## src/rtl/uart_tx_fifo_cfg.sv

```systemverilog
// uart_tx_fifo_cfg: buffered UART transmitter with configurable framing.
// Words queue in a small FIFO and leave back-to-back with no idle gap.
module uart_tx_fifo_cfg #(
    parameter int CLKS_PER_BIT = 434,
    parameter int DATA_BITS    = 8,
    parameter int PARITY       = 0,
    parameter int STOP_BITS    = 1,
    parameter int FIFO_DEPTH   = 4
) (
    input  logic                        clk,
    input  logic                        reset_n,
    input  logic                        tx_valid,
    output logic                        tx_ready,
    input  logic [DATA_BITS-1:0]        tx_byte_in,
    output logic                        tx_serial_out,
    output logic                        tx_active,
    output logic                        tx_done,
    output logic [$clog2(FIFO_DEPTH):0] fifo_count
);
    localparam int CW = (CLKS_PER_BIT > 1) ? $clog2(CLKS_PER_BIT) : 1;
    localparam int BW = $clog2(DATA_BITS + 1);
    localparam int AW = $clog2(FIFO_DEPTH);
    localparam int NW = AW + 1;

    localparam logic [CW-1:0] CLK_LAST  = CW'(CLKS_PER_BIT - 1);
    localparam logic [BW-1:0] BIT_LAST  = BW'(DATA_BITS - 1);
    localparam logic [NW-1:0] FULL      = NW'(FIFO_DEPTH);
    localparam logic          STOP_LAST = (STOP_BITS == 2);

    typedef enum logic [2:0] {
        S_IDLE,
        S_START,
        S_DATA,
        S_PARITY,
        S_STOP
    } state_t;

    state_t               state;
    logic [CW-1:0]        clk_count;
    logic [BW-1:0]        bit_index;
    logic                 stop_idx;
    logic [DATA_BITS-1:0] shreg;
    logic                 par_q;

    logic [DATA_BITS-1:0] mem [FIFO_DEPTH];
    logic [AW-1:0]        wr_ptr;
    logic [AW-1:0]        rd_ptr;
    logic [DATA_BITS-1:0] head;
    logic                 head_par;
    logic                 push;
    logic                 pop;
    logic                 bit_end;
    logic                 stop_end;

    assign tx_ready = (fifo_count < FULL);
    assign push     = tx_valid && tx_ready;
    assign head     = mem[rd_ptr];
    assign head_par = (PARITY == 2) ? ~^head : ^head;

    assign bit_end  = (clk_count == CLK_LAST);
    assign stop_end = (state == S_STOP) && bit_end &&
                      (stop_idx == STOP_LAST);
    // Pop either to start from idle or to chain the next frame.
    assign pop      = (fifo_count != '0) &&
                      ((state == S_IDLE) || stop_end);

    always_ff @(posedge clk) begin
        if (push) begin
            mem[wr_ptr] <= tx_byte_in;
        end
    end

    always_ff @(posedge clk) begin
        if (!reset_n) begin
            wr_ptr     <= '0;
            rd_ptr     <= '0;
            fifo_count <= '0;
        end else begin
            if (push) begin
                wr_ptr <= wr_ptr + 1'b1;
            end
            if (pop) begin
                rd_ptr <= rd_ptr + 1'b1;
            end
            case ({push, pop})
                2'b10:   fifo_count <= fifo_count + 1'b1;
                2'b01:   fifo_count <= fifo_count - 1'b1;
                default: fifo_count <= fifo_count;
            endcase
        end
    end

    always_ff @(posedge clk) begin
        if (!reset_n) begin
            state         <= S_IDLE;
            clk_count     <= '0;
            bit_index     <= '0;
            stop_idx      <= 1'b0;
            shreg         <= '0;
            par_q         <= 1'b0;
            tx_serial_out <= 1'b1;
            tx_active     <= 1'b0;
            tx_done       <= 1'b0;
        end else begin
            tx_done <= 1'b0;
            unique case (state)
                S_IDLE: begin
                    clk_count <= '0;
                    if (pop) begin
                        shreg         <= head;
                        par_q         <= head_par;
                        state         <= S_START;
                        tx_serial_out <= 1'b0;
                        tx_active     <= 1'b1;
                    end
                end
                S_START: begin
                    if (bit_end) begin
                        clk_count     <= '0;
                        bit_index     <= '0;
                        tx_serial_out <= shreg[0];
                        shreg         <= shreg >> 1;
                        state         <= S_DATA;
                    end else begin
                        clk_count <= clk_count + 1'b1;
                    end
                end
                S_DATA: begin
                    if (bit_end) begin
                        clk_count <= '0;
                        if (bit_index == BIT_LAST) begin
                            if (PARITY != 0) begin
                                state         <= S_PARITY;
                                tx_serial_out <= par_q;
                            end else begin
                                state         <= S_STOP;
                                stop_idx      <= 1'b0;
                                tx_serial_out <= 1'b1;
                            end
                        end else begin
                            bit_index     <= bit_index + 1'b1;
                            tx_serial_out <= shreg[0];
                            shreg         <= shreg >> 1;
                        end
                    end else begin
                        clk_count <= clk_count + 1'b1;
                    end
                end
                S_PARITY: begin
                    if (bit_end) begin
                        clk_count     <= '0;
                        stop_idx      <= 1'b0;
                        state         <= S_STOP;
                        tx_serial_out <= 1'b1;
                    end else begin
                        clk_count <= clk_count + 1'b1;
                    end
                end
                S_STOP: begin
                    if (bit_end) begin
                        clk_count <= '0;
                        if (stop_idx == STOP_LAST) begin
                            tx_done <= 1'b1;
                            // Chain straight into the next start bit.
                            if (pop) begin
                                shreg         <= head;
                                par_q         <= head_par;
                                state         <= S_START;
                                tx_serial_out <= 1'b0;
                            end else begin
                                state     <= S_IDLE;
                                tx_active <= 1'b0;
                            end
                        end else begin
                            stop_idx <= 1'b1;
                        end
                    end else begin
                        clk_count <= clk_count + 1'b1;
                    end
                end
                default: begin
                    state         <= S_IDLE;
                    tx_serial_out <= 1'bx;
                    tx_active     <= 1'bx;
                    tx_done       <= 1'bx;
                end
            endcase
        end
    end

endmodule

```

## config.mk

```make
export PLATFORM = sky130hd
export DESIGN_NAME = uart_tx_fifo_cfg
export DESIGN_NICKNAME = d
export VERILOG_FILES = /design/src/rtl/uart_tx_fifo_cfg.sv
export SDC_FILE = /design/constraint.sdc
export NUM_CORES = 1
export LEC_CHECK = 0
export BUFFER_PORTS_ARGS = -buffer_cell sky130_fd_sc_hd__buf_4
export CAP_MARGIN = 20
export CORE_MARGIN = 10
export CORE_UTILIZATION = 51
export DETAILED_ROUTE_END_ITERATION = 8
export GPL_ROUTABILITY_DRIVEN = 1
export GPL_TIMING_DRIVEN = 0
export PLACE_DENSITY = 0.69
export SLEW_MARGIN = 40
export SYNTH_ARGS = -nofsm -noshare
export SYNTH_HDL_FRONTEND = slang
export SYNTH_SLANG_ARGS = --single-unit
```

## constraint.sdc

```tcl
create_clock -name clk -period 3.53 [get_ports clk]
set_clock_uncertainty 0.2 [all_clocks]
set_input_delay 0.8825 -clock clk [delete_from_list [all_inputs] [get_ports clk]]
set_output_delay 0.8825 -clock clk [all_outputs]
set_load 0.03 [all_outputs]
```

=== Yosys cells after proc, flatten, opt, wreduce, memory -nomap -nowiden ===
Memory sizes are Yosys's and may differ from the RTL's. A register that Yosys moved wholly into a read port is not among the register bits.
Cells that the tools add are included.

* Register bits: 35
* RAM bits: 32
* Input port bits: 11
* Output and inout bits: 7
* Memories: 1

{| class="wikitable"
|+ Memories
! name !! depth !! bits a word !! read ports !! clocked after memory_dff !! wr ports !! line !! source
|-
| mem || 4 || 8 || 1 || 1 || 1 || 45 || <nowiki>logic [DATA_BITS-1:0] mem [FIFO_DEPTH];</nowiki>
|}

* Add/sub/neg operators: 6
* Magnitude comparators: 1
* Equality and inequality tests: 17
* Multiplexer cells: 49
* Bitwise gates (word level): 2
* Reduce and logical (&&, ||, !) cells: 21

{| class="wikitable"
|+ Operator list
! operator !! count
|-
| two-way mux 8 bit || 6
|-
| one-hot mux 8 bit (4 select lines) || 1
|-
| two-way mux 1 bit || 21
|-
| two-way mux 3 bit || 7
|-
| inequality test 2 bit, second input constant || 9
|-
| one-hot mux 9 bit (2 select lines) || 1
|-
| one-hot mux 3 bit (5 select lines) || 1
|-
| AND reduction 5 bit || 3
|-
| two-way mux 4 bit || 3
|-
| adder 9 x 1 -> 9 bit, second input constant || 1
|-
| == test 9 bit, second input constant || 1
|-
| two-way mux 9 bit || 1
|-
| one-hot mux 4 bit (2 select lines) || 1
|-
| OR reduction 4 bit || 2
|-
| AND reduction 7 bit || 1
|-
| == test 3 x 2 -> 1 bit, second input constant || 2
|-
| one-hot mux 3 bit (2 select lines) || 1
|-
| AND reduction 6 bit || 1
|-
| nonzero test 2 bit || 3
|-
| nonzero test 3 bit || 2
|-
| one-hot mux 1 bit (5 select lines) || 1
|-
| adder 2 x 1 -> 2 bit, second input constant || 2
|-
| adder 4 x 1 -> 4 bit, second input constant || 1
|-
| == test 4 x 3 -> 1 bit, second input constant || 1
|-
| other kinds (17) || 23
|}

=== Depth between registers and ports, before layout ===
Gate-level depths: netlist of the first run.

* Depth in word-level cells: 9
* Gate-level depth with buffers: 12

=== Worst setup path before layout of the first run ===
Ideal clock, no wire load.

* Kind: register -> register
* Start: register clk_count[0]
* End: register fifo_count[2]
* Library setup time: 71 ps
* Arrival time: 2567 ps
* Data required time: 3259 ps
* Path slack: 692 ps
* Stages on the path, launching flop included: 12
* Clock period less this slack: 2838 ps
* Path through: dfxtp_1 > ha_1 > nand4b_2 > o21ai_1 > nand2_1 > inv_1 > ha_1 > inv_1 > fa_1 > xor2_1 > or3_1 > a21oi_1

* Longest elaborated chain between the ends: 7
* Elaborated cells on any way between the ends: 9

{| class="wikitable"
|+ Ends and longest elaborated chain
! item !! line !! source
|-
| from (decl) || 39 || <nowiki>logic [CW-1:0] clk_count;</nowiki>
|-
| from (signal assigned) || 125 || <nowiki>clk_count <= clk_count + 1'b1;</nowiki>
|-
| from (signal assigned) || 146 || <nowiki>clk_count <= clk_count + 1'b1;</nowiki>
|-
| from (signal assigned) || 156 || <nowiki>clk_count <= clk_count + 1'b1;</nowiki>
|-
| == test 9 bit (*) || 60 || <nowiki>assign bit_end = (clk_count == CLK_LAST);</nowiki>
|-
| logical AND 1 bit (*) (2 in series) || 61 || <nowiki>assign stop_end = (state == S_STOP) && bit_end &&</nowiki>
|-
| logical OR 1 bit (*) || 65 || <nowiki>((state == S_IDLE) || stop_end);</nowiki>
|-
| logical AND 1 bit (*) || 64 || <nowiki>assign pop = (fifo_count != '0) &&</nowiki>
|-
| net pop || 51 || <nowiki>logic pop;</nowiki>
|-
| == test 2 x 1 -> 1 bit / == test 2 bit (equally long branches) || 85 || <nowiki>case ({push, pop})</nowiki>
|-
| one-hot mux 3 bit (2 select lines) / nonzero test 2 bit (equally long branches) || - ||
|-
| to (signal assigned) || 86 || <nowiki>2'b10: fifo_count <= fifo_count + 1'b1;</nowiki>
|-
| to (signal assigned) || 87 || <nowiki>2'b01: fifo_count <= fifo_count - 1'b1;</nowiki>
|-
| to (signal assigned) || 88 || <nowiki>default: fifo_count <= fifo_count;</nowiki>
|-
| to (decl) || 18 || <nowiki>output logic [$clog2(FIFO_DEPTH):0] fifo_count</nowiki>
|}

The timed path passes the listed nets; every way through them passes the cells marked *.
A chain may end at the register's enable or synchronous reset.

=== Final worst setup path of the first run ===
* Start: register state[1]
* End: register fifo_count[2]

* Longest elaborated chain between the ends: 7
* Elaborated cells on any way between the ends: 10

{| class="wikitable"
|+ Ends and longest elaborated chain
! item !! line !! source
|-
| from (decl) || 38 || <nowiki>state_t state;</nowiki>
|-
| from (signal assigned) || 95 || <nowiki>state <= S_IDLE;</nowiki>
|-
| from (signal assigned) || 112 || <nowiki>state <= S_START;</nowiki>
|-
| from (signal assigned) || 123 || <nowiki>state <= S_DATA;</nowiki>
|-
| == test 3 bit || 61 ||
|-
| logical AND 1 bit (2 in series) || 61 ||
|-
| logical OR 1 bit (*) || 65 ||
|-
| logical AND 1 bit (*) || 64 ||
|-
| net pop || 51 ||
|-
| == test 2 x 1 -> 1 bit / == test 2 bit (equally long branches) || 85 ||
|-
| one-hot mux 3 bit (2 select lines) / nonzero test 2 bit (equally long branches) || - ||
|}

Marked as above.

==> impl_results.md, run 1 <==
* Wire length per cell at between 15 and 20 um
* DRC Markers at 0
* Power share of the clock group at about a quarter
* Top post-synthesis cells by count: dfxtp_1, edfxtp_1, nor2_1
* Critical path buffers and inverters at 4
* Setup bufs post-CTS at 0
* Net Switching at slightly below 0.0009 W
* Hold Violations, Final at 0
* Ant diodes at 0
* Period minus WS final at around 3.3 ns
* EDFF count, synth at 32
* Status: finished, final reports clean
* Final core utilization at between 60% and 70%
* Total global routing overflow at 0
* Dpl hpwl at around 4100 um
* Cell taking the most area after synthesis: edfxtp_1
* Register area share after synthesis at between 50 and 60%
* Routability cong. at 0.803
* Register area at 1680 um2
* Finish-stage setup viols at 0
* Initial DRT Pass Iterations at 4
* Hold WC Path Type: reg -> reg
* Critical path's largest stage delay at roughly 0.38 ns
* Crit-path max FO at 10
* CP Launch Type: flip-flop
* Area of the multi-input gates at ~1300 um2
* Filler Cell Count at between 400 and 500
* Combinational share of power at about a third
* CP endpoint kind: flip-flop
* Vias per cell at ~5.8
* Synthesized area per cell at 11.8 um2
* Period utilization at between 90 and 100%
* CTS clk-pin slew, worst paths at 0.08 ns
* H-tree depth at 3
* Post-Syn Area at about 3100 um2
* Synth area leaders: edfxtp_1, dfxtp_1, mux4_2
* Clock root buffer: clkbuf_8
* Slowest stage cell on the critical path: clkbuf_1
* Die area at just under 10,000 um2
* Yosys cell types at 54
* Max IR drop VDD at ~0.00045 V
* Layout cell share with drive strength beyond 1 at between 10% and 20%
* Starting Density at between 50% and 60%
* Most common cell in the synthesized netlist: dfxtp_1
* Critical path class: reg -> reg
* Leakage at 1.32 nW
* Async SR Flop Fraction at 0%
* Synth-to-Final Area Change at 13.9%
* CTS max path bufs at 2
* Initial DRC count at approximately 100
* Port buffer count at 17
* Synth Warn # at 0
* Sw frac at 34.6%
* Core area at between 5000 and 6000 um2
* CTS tree: yes
* Synth Net Count at about 280
* # clock sinks at 68
* Die width at just under 100 um
* CP top delay family: simple AND/OR/NAND/NOR gates
* CP Data Arrival Time at 3.38 ns
* Io pins at 18
* Top cell type's share of synthesized area at a little under a third
* Vias post-DR at 2,158
* Total GRT Usage at between 10% and 20%
* Slew Viols, Final at 0
* Slew HR at about 55%
* RSZ-0062 raised after global routing: no
* Die Ht at slightly below 100 um
* # hold bufs at CTS at 0
* Sequential share of power at around two fifths
* WL final at 6020 um
* Number of cell rows at 28
* Top_reg_cell synth: dfxtp_1
* Register bit total from synthesis at between 60 and 70
* Internal power at 0.00167 W
* Max cap viols at 0
* Antenna viol nets, final at 0
* Power Density at about 720 nW/um2
* Global-route wire length before repair at about 10,000 um
* Initial antenna violation count at 0
* CP Cell Sequence: clkbuf_1 > nor2_1 > and2_1 > clkbuf_1 > nand2_1 > inv_1 > ha_1 > inv_1 > fa_1 > xor2_1 > or3_1 > a21oi_1
* Required time worst endpoint at ~3.6 ns
* TNS Setup at 0 ns
* Layout net count at 312
* Fmax achieved at 303 MHz
* Worst skew pair latency at 0.35 ns
* Largest net degree at the start of global routing at 15
* Vias in the first global route at 2,071
* Post-Synthesis Cells at roughly 260
* Slew @ Worst Pin at around 0.66 ns
* Total CTS buffers at 9
[worst register-to-register path: cells and delay by family, from the launching register on]
family | cells | cell delay, ns
xor+xnor | 1 | 0.16
compound gates | 1 | 0.14
buf+inv | 4 | 0.77
flops | 1 | 0.33
simple gates | 4 | 1.09
fa+ha+maj | 2 | 0.56
[power groups by stage]
stage | Sequential [W] | Combinational, W | Clock, W
final | 0.00103 | 0.000845 | 0.000671
after global placement | 0.00105 | 0.000830 | 0
after floorplan | 0.00108 | 0.000603 | 0
after global routing | 0.00105 | 0.000942 | 0.000721
after CTS | 0.00103 | 0.000853 | 0.000688
after detailed placement | 0.00105 | 0.000845 | 0
[kinds of logic after synthesis]
family	count (synthesis)	synth area share, %
xor gates and xnor gates	4	1.12
buffers and inverters	29	4.08
AOI/OAI and AO/OA	63	14.9
and+or+nand+nor	74	13.5
DFF	68	53.8
muxes	17	8.69
adders and majority gates	9	3.84
[per-layer routing]
layer	up-vias	share of wire [%]	global-route usage, %
met5	-	0	0
met4	0	1.3	5.29
met3	9	5.2	4.02
met1	1026	47	16.4
li1	1061	-	-
met2	62	46	19.4
[stage by stage]
step,hold slack [ns],power [W],std cells,cell area (um2),worst slack (ns)
floorplan,0.246,0.00168,264,3120,0.692
global placement,0.256,0.00188,356,3350,0.226
detailed placement,0.273,0.00189,356,3350,0.223
CTS,0.287,0.00257,372,3550,0.164
global route,0.331,0.00271,372,3560,0.00657
finish,0.282,0.00255,372,3560,0.230
[cells in the final DEF, fill, tap and decap left out, types with 9 or more instances in the layout]
cell      netlist  routed
a21oi_1        13      13
inv_1          14      14
clkbuf_8        0       9
nand2_1        13      13
dfxtp_1        36      36
nor2_1         17      17
buf_4           2      19
edfxtp_1       32      32
[registers in the layout, indices dropped and copies added, names as in the netlist, named ones only]
name / count
wr_ptr: 2
state: 3
tx_done: 1
mem: 32
tx_active: 1
fifo_count: 3
tx_serial_out: 1
bit_index: 4
shreg: 8
clk_count: 9
rd_ptr: 2
[path summary, 6_finish.rpt]
path	from	to	slack, ns	cells after the start
setup / recovery	state[1]	fifo_count[2]	0.23	12
hold / removal	rd_ptr[1]	rd_ptr[1]	0.28	2
setup reg to reg	state[1]	fifo_count[2]	0.23	12
hold reg to reg	rd_ptr[1]	rd_ptr[1]	0.28	2
[final cells by class]
class                      count  area share (%)
sequential                    68            47.3
multi-input combinational    167            37.1
timing repair buffer          17            3.59
clock buffer                   9            3.48
tap                           75            2.64
clock inverter                 7            2.36
buffer                        15            2.11
inverter                      14            1.48
[timing repair]
action | CTS | global route
setup endpoints to repair | 0 | 1
resized for setup | 0 | 1
hold endpoints to repair | 0 | 0
No activity file was read; power rests on OpenSTA's default activity.
==> inputs of run 2 (changes only) <==
Settings changed: ABC_AREA set to 1, CORE_MARGIN 10 to 2, PLACE_DENSITY 0.69 to 0.68.
==> run 2 against run 1 <==
Effect of this change:
- first-iteration DRC count grew 52%
- critical endpoint unchanged
- die area is 27% lower
- largest power group is now combinational cells
- cell area rose by 3.9%
- clock power shrank 4.6%
- power is 9.4% higher
- sequential power barely moved
- clock-buffer cell count rose by 2
- utilization decreased by 1.2 points
- sequential cell count unchanged
- combinational power increased by 30%
- register-to-register slack improved by 0.74 ns
==> impl_results.md, run 2 <==
* RSZ-0062 raised after global routing: no (unchanged)
* TNS Setup at 0 ns (unchanged)
* Most frequent cells in the layout: nand2_1, inv_1, dfxtp_1 (was dfxtp_1, edfxtp_1, buf_4)
* Period minus WS final at 2.56 ns (was 3.30 ns)
* Max reg flops at 32 (unchanged)
* Vias in the first global route at 2,468 (was 2,071)
* Post-Syn Area at 3270 um2 (was 3120 um2)
* Async SR Flop Fraction at 0% (unchanged)
* CTS clk-pin slew, worst paths at 0.07 ns (was 0.08 ns)
* Required time worst endpoint at 3.55 ns (was 3.61 ns)
* Hold WC Path Type: reg -> reg (unchanged)
* Combinational share of power at 39.3% (was 33.2%)
* Fmax achieved at 391 MHz (was 303 MHz)
* Largest regs: mem x32, clk_count x9, shreg x8 (unchanged)
* Net Switching at 0.00108 W (was 0.000881 W)
* Synth-to-Final Area Change at 12.9% (was 13.9%)
* Vias per cell at 5.10 (was 5.80)
* Dpl hpwl at 4350 um (was 4120 um)
* Largest register by flop count: mem (unchanged)
* Global-route wire length before repair at 11,000 um (was 10,100 um)
* Total GRT Usage at 19.5% (was 12.8%)
* Post-Synthesis Cells at 397 (was 264)
* # hold bufs at CTS at 0 (unchanged)
* Power Total at 0.00279 W (was 0.00255 W)
* Most common cell in the synthesized netlist: nand2_1 (was dfxtp_1)
* Register bit total from synthesis at 68 (unchanged)
* Filler Cell Count at 587 (was 484)
* Setup WS pre-CTS at 0.912 ns (was 0.223 ns)
* CP endpoint kind: flip-flop (unchanged)
* Period utilization at 72.5% (was 93.5%)
* Largest net degree at the start of global routing at 13 (was 15)
* Die Ht at 84.1 um (was 98.3 um)
* Synth area leaders: edfxtp_1, dfxtp_1, nand2_1 (was edfxtp_1, dfxtp_1, mux4_2)
* WL final at 6310 um (was 6020 um)
* Top cell type's share of synthesized area at 29.3% (was 30.8%)
* Clock root buffer: clkbuf_8 (unchanged)
* Synth Warn # at 0 (unchanged)
* Slew @ Worst Pin at 0.778 ns (was 0.661 ns)
* Finish-stage setup viols at 0 (unchanged)
* Crit-path max FO at 8 (was 10)
* Vias post-DR at 2,582 (was 2,158)
* Synthesized area per cell at 8.25 um2 (was 11.8 um2)
* Wire length per cell at 12.5 um (was 16.2 um)
* Min setup slack post-route at 0.971 ns (was 0.230 ns)
* Placed cell area at 3490 um2 (was 3350 um2)
* Design area at 3700 um2 (was 3560 um2)
* Yosys cell types at 32 (was 54)
* Routability cong. at 0.867 (was 0.803)
* Die width at 84.1 um (was 98.3 um)
* Register area share after synthesis at 51.4% (was 53.8%)
* CP Launch Type: flip-flop (unchanged)
* Sequential share of power at 37.7% (was 40.5%)
* Number of cell rows at 29 (was 28)
* Port buffer count at 16 (was 17)
* EDFF count, synth at 32 (unchanged)
* Top post-synthesis cells by count: nand2_1, inv_1, dfxtp_1 (was dfxtp_1, edfxtp_1, nor2_1)
* Top_reg_cell synth: dfxtp_1 (unchanged)
* Setup bufs post-CTS at 0 (unchanged)
* CTS tree: yes (unchanged)
* Antenna viol nets, final at 0 (unchanged)
* Initial DRT Pass Iterations at 4 (unchanged)
* Total global routing overflow at 0 (unchanged)
* Slew Viols, Final at 0 (unchanged)
* Max IR drop VDD at 0.000495 V (was 0.000447 V)
* Commonest non-fill, non-tap cell in the layout: nand2_1 (was dfxtp_1)
* H-tree depth at 3 (unchanged)
* Layout cell share with drive strength beyond 1 at 15.2% (was 19.5%)
* Status: finished, final reports clean (unchanged)
* CTS max path bufs at 2 (unchanged)
* Total CTS buffers at 9 (unchanged)
* Critical path class: reg -> reg (unchanged)
* CP Data Arrival Time at 2.58 ns (was 3.38 ns)
* Initial DRC count at 155 (was 102)
* Min Hold Slack at 0.266 ns (was 0.282 ns)
* Leakage at 1.56 nW (was 1.32 nW)
* Hold Violations, Final at 0 (unchanged)
* Internal power at 0.00171 W (was 0.00167 W)
* Initial antenna violation count at 0 (unchanged)
* Worst skew pair latency at 0.34 ns (was 0.35 ns)
* Starting Density at 52.2% (was 52.8%)
* Max cap viols at 0 (unchanged)
* Power share of the clock group at 23.0% (was 26.3%)
* Sw frac at 38.7% (was 34.6%)
* Synth Net Count at 417 (was 284)
* Die area at 7080 um2 (was 9660 um2)
* Io pins at 18 (unchanged)
* Cell taking the most area after synthesis: edfxtp_1 (unchanged)
* Layout net count at 444 (was 312)
* # resized after CTS at 0 (unchanged)
* Slew HR at 48.0% (was 55.4%)
* # clock sinks at 68 (unchanged)
* DRC Markers at 0 (unchanged)
* Power Density at 754 nW/um2 (was 716 nW/um2)
* Core area at 6280 um2 (was 5920 um2)
* Ant diodes at 0 (unchanged)
run 2: changes by cell type in the layout (fill, tap and decap cells not counted), moves of 6 or more:
cell / previous run / this run
nand2_1: 13 / 101
inv_1: 14 / 58
nand3_1: 8 / 32
a21oi_1: 13 / 32
nor2_1: 17 / 27
or2_2: 0 / 10
o21ai_0: 7 / 16
mux2i_1: 8 / 0
mux4_2: 8 / 0
or3_1: 8 / 0
a221oi_1: 7 / 0
a211oi_1: 8 / 2
and2_1: 6 / 0
inv_2: 0 / 6
run 2: cells by family after synthesis:
group,count (synthesis),share of synthesized area [%]
AOI/OAI and AO/OA,55,9.17
xor gates and xnor gates,2,0.535
adders and majority gates,9,3.67
buffers and inverters,74,9.09
DFF,68,51.4
and+or+nand+nor,189,26.2
run 2: final timing paths:
check | start | to | slack [ns] | cells after the start
hold / removal | clk_count[6] | clk_count[6] | 0.27 | 2
setup / recovery | clk_count[1] | fifo_count[2] | 0.97 | 15
setup reg to reg | clk_count[1] | fifo_count[2] | 0.97 | 15
hold reg to reg | clk_count[6] | clk_count[6] | 0.27 | 2
run 2: per-layer routing:
layer / part of all wire (%) / routed length, um / GRT usage [%] / vias up
li1: - / - / - / 1326
met1: 49 / 3070 / 26.6 / 1212
met2: 48 / 3000 / 30.7 / 35
met3: 2.3 / 148 / 3.26 / 9
met4: 1.3 / 84 / 8.50 / 0
met5: 0 / 0 / 0 / -
run 2: area by class of cell:
cell class	count	area, um2	share of cell area, %
buffer	9	53.8	1.46
inverter	65	244	6.60
clock inverter	5	61.3	1.66
sequential	68	1680	45.5
tap	77	96.3	2.61
clock buffer	11	141	3.83
multi-input combinational	255	1300	35.1
timing repair buffer	16	120	3.25
run 2: through the flow:
step,utilization [%],std cells
floorplan,-,397
global placement,55.6,490
detailed placement,55.6,490
CTS,58.8,506
global route,58.9,506
finish,58.9,506
run 2: worst max-delay path, cell delays in order, from the launching register on:
cell	delay [ns]
dfxtp_1	0.33
inv_1	0.10
ha_1	0.16
nand2_1	0.05
nor2_1	0.16
nand3_2	0.13
nand2_2	0.10
nand2_4	0.09
inv_1	0.10
ha_1	0.14
inv_1	0.06
fa_1	0.37
a21oi_1	0.14
o21ai_0	0.11
o21ai_0	0.16
a21oi_1	0.05
run 2: power groups by stage:
stage	sequential, W	clock (W)	combinational (W)
floorplan	0.00110	0	0.000790
global placement	0.00107	0	0.00106
detailed placement	0.00107	0	0.00109
CTS	0.00105	0.000652	0.00110
global route	0.00107	0.000684	0.00125
finish	0.00105	0.000640	0.00110
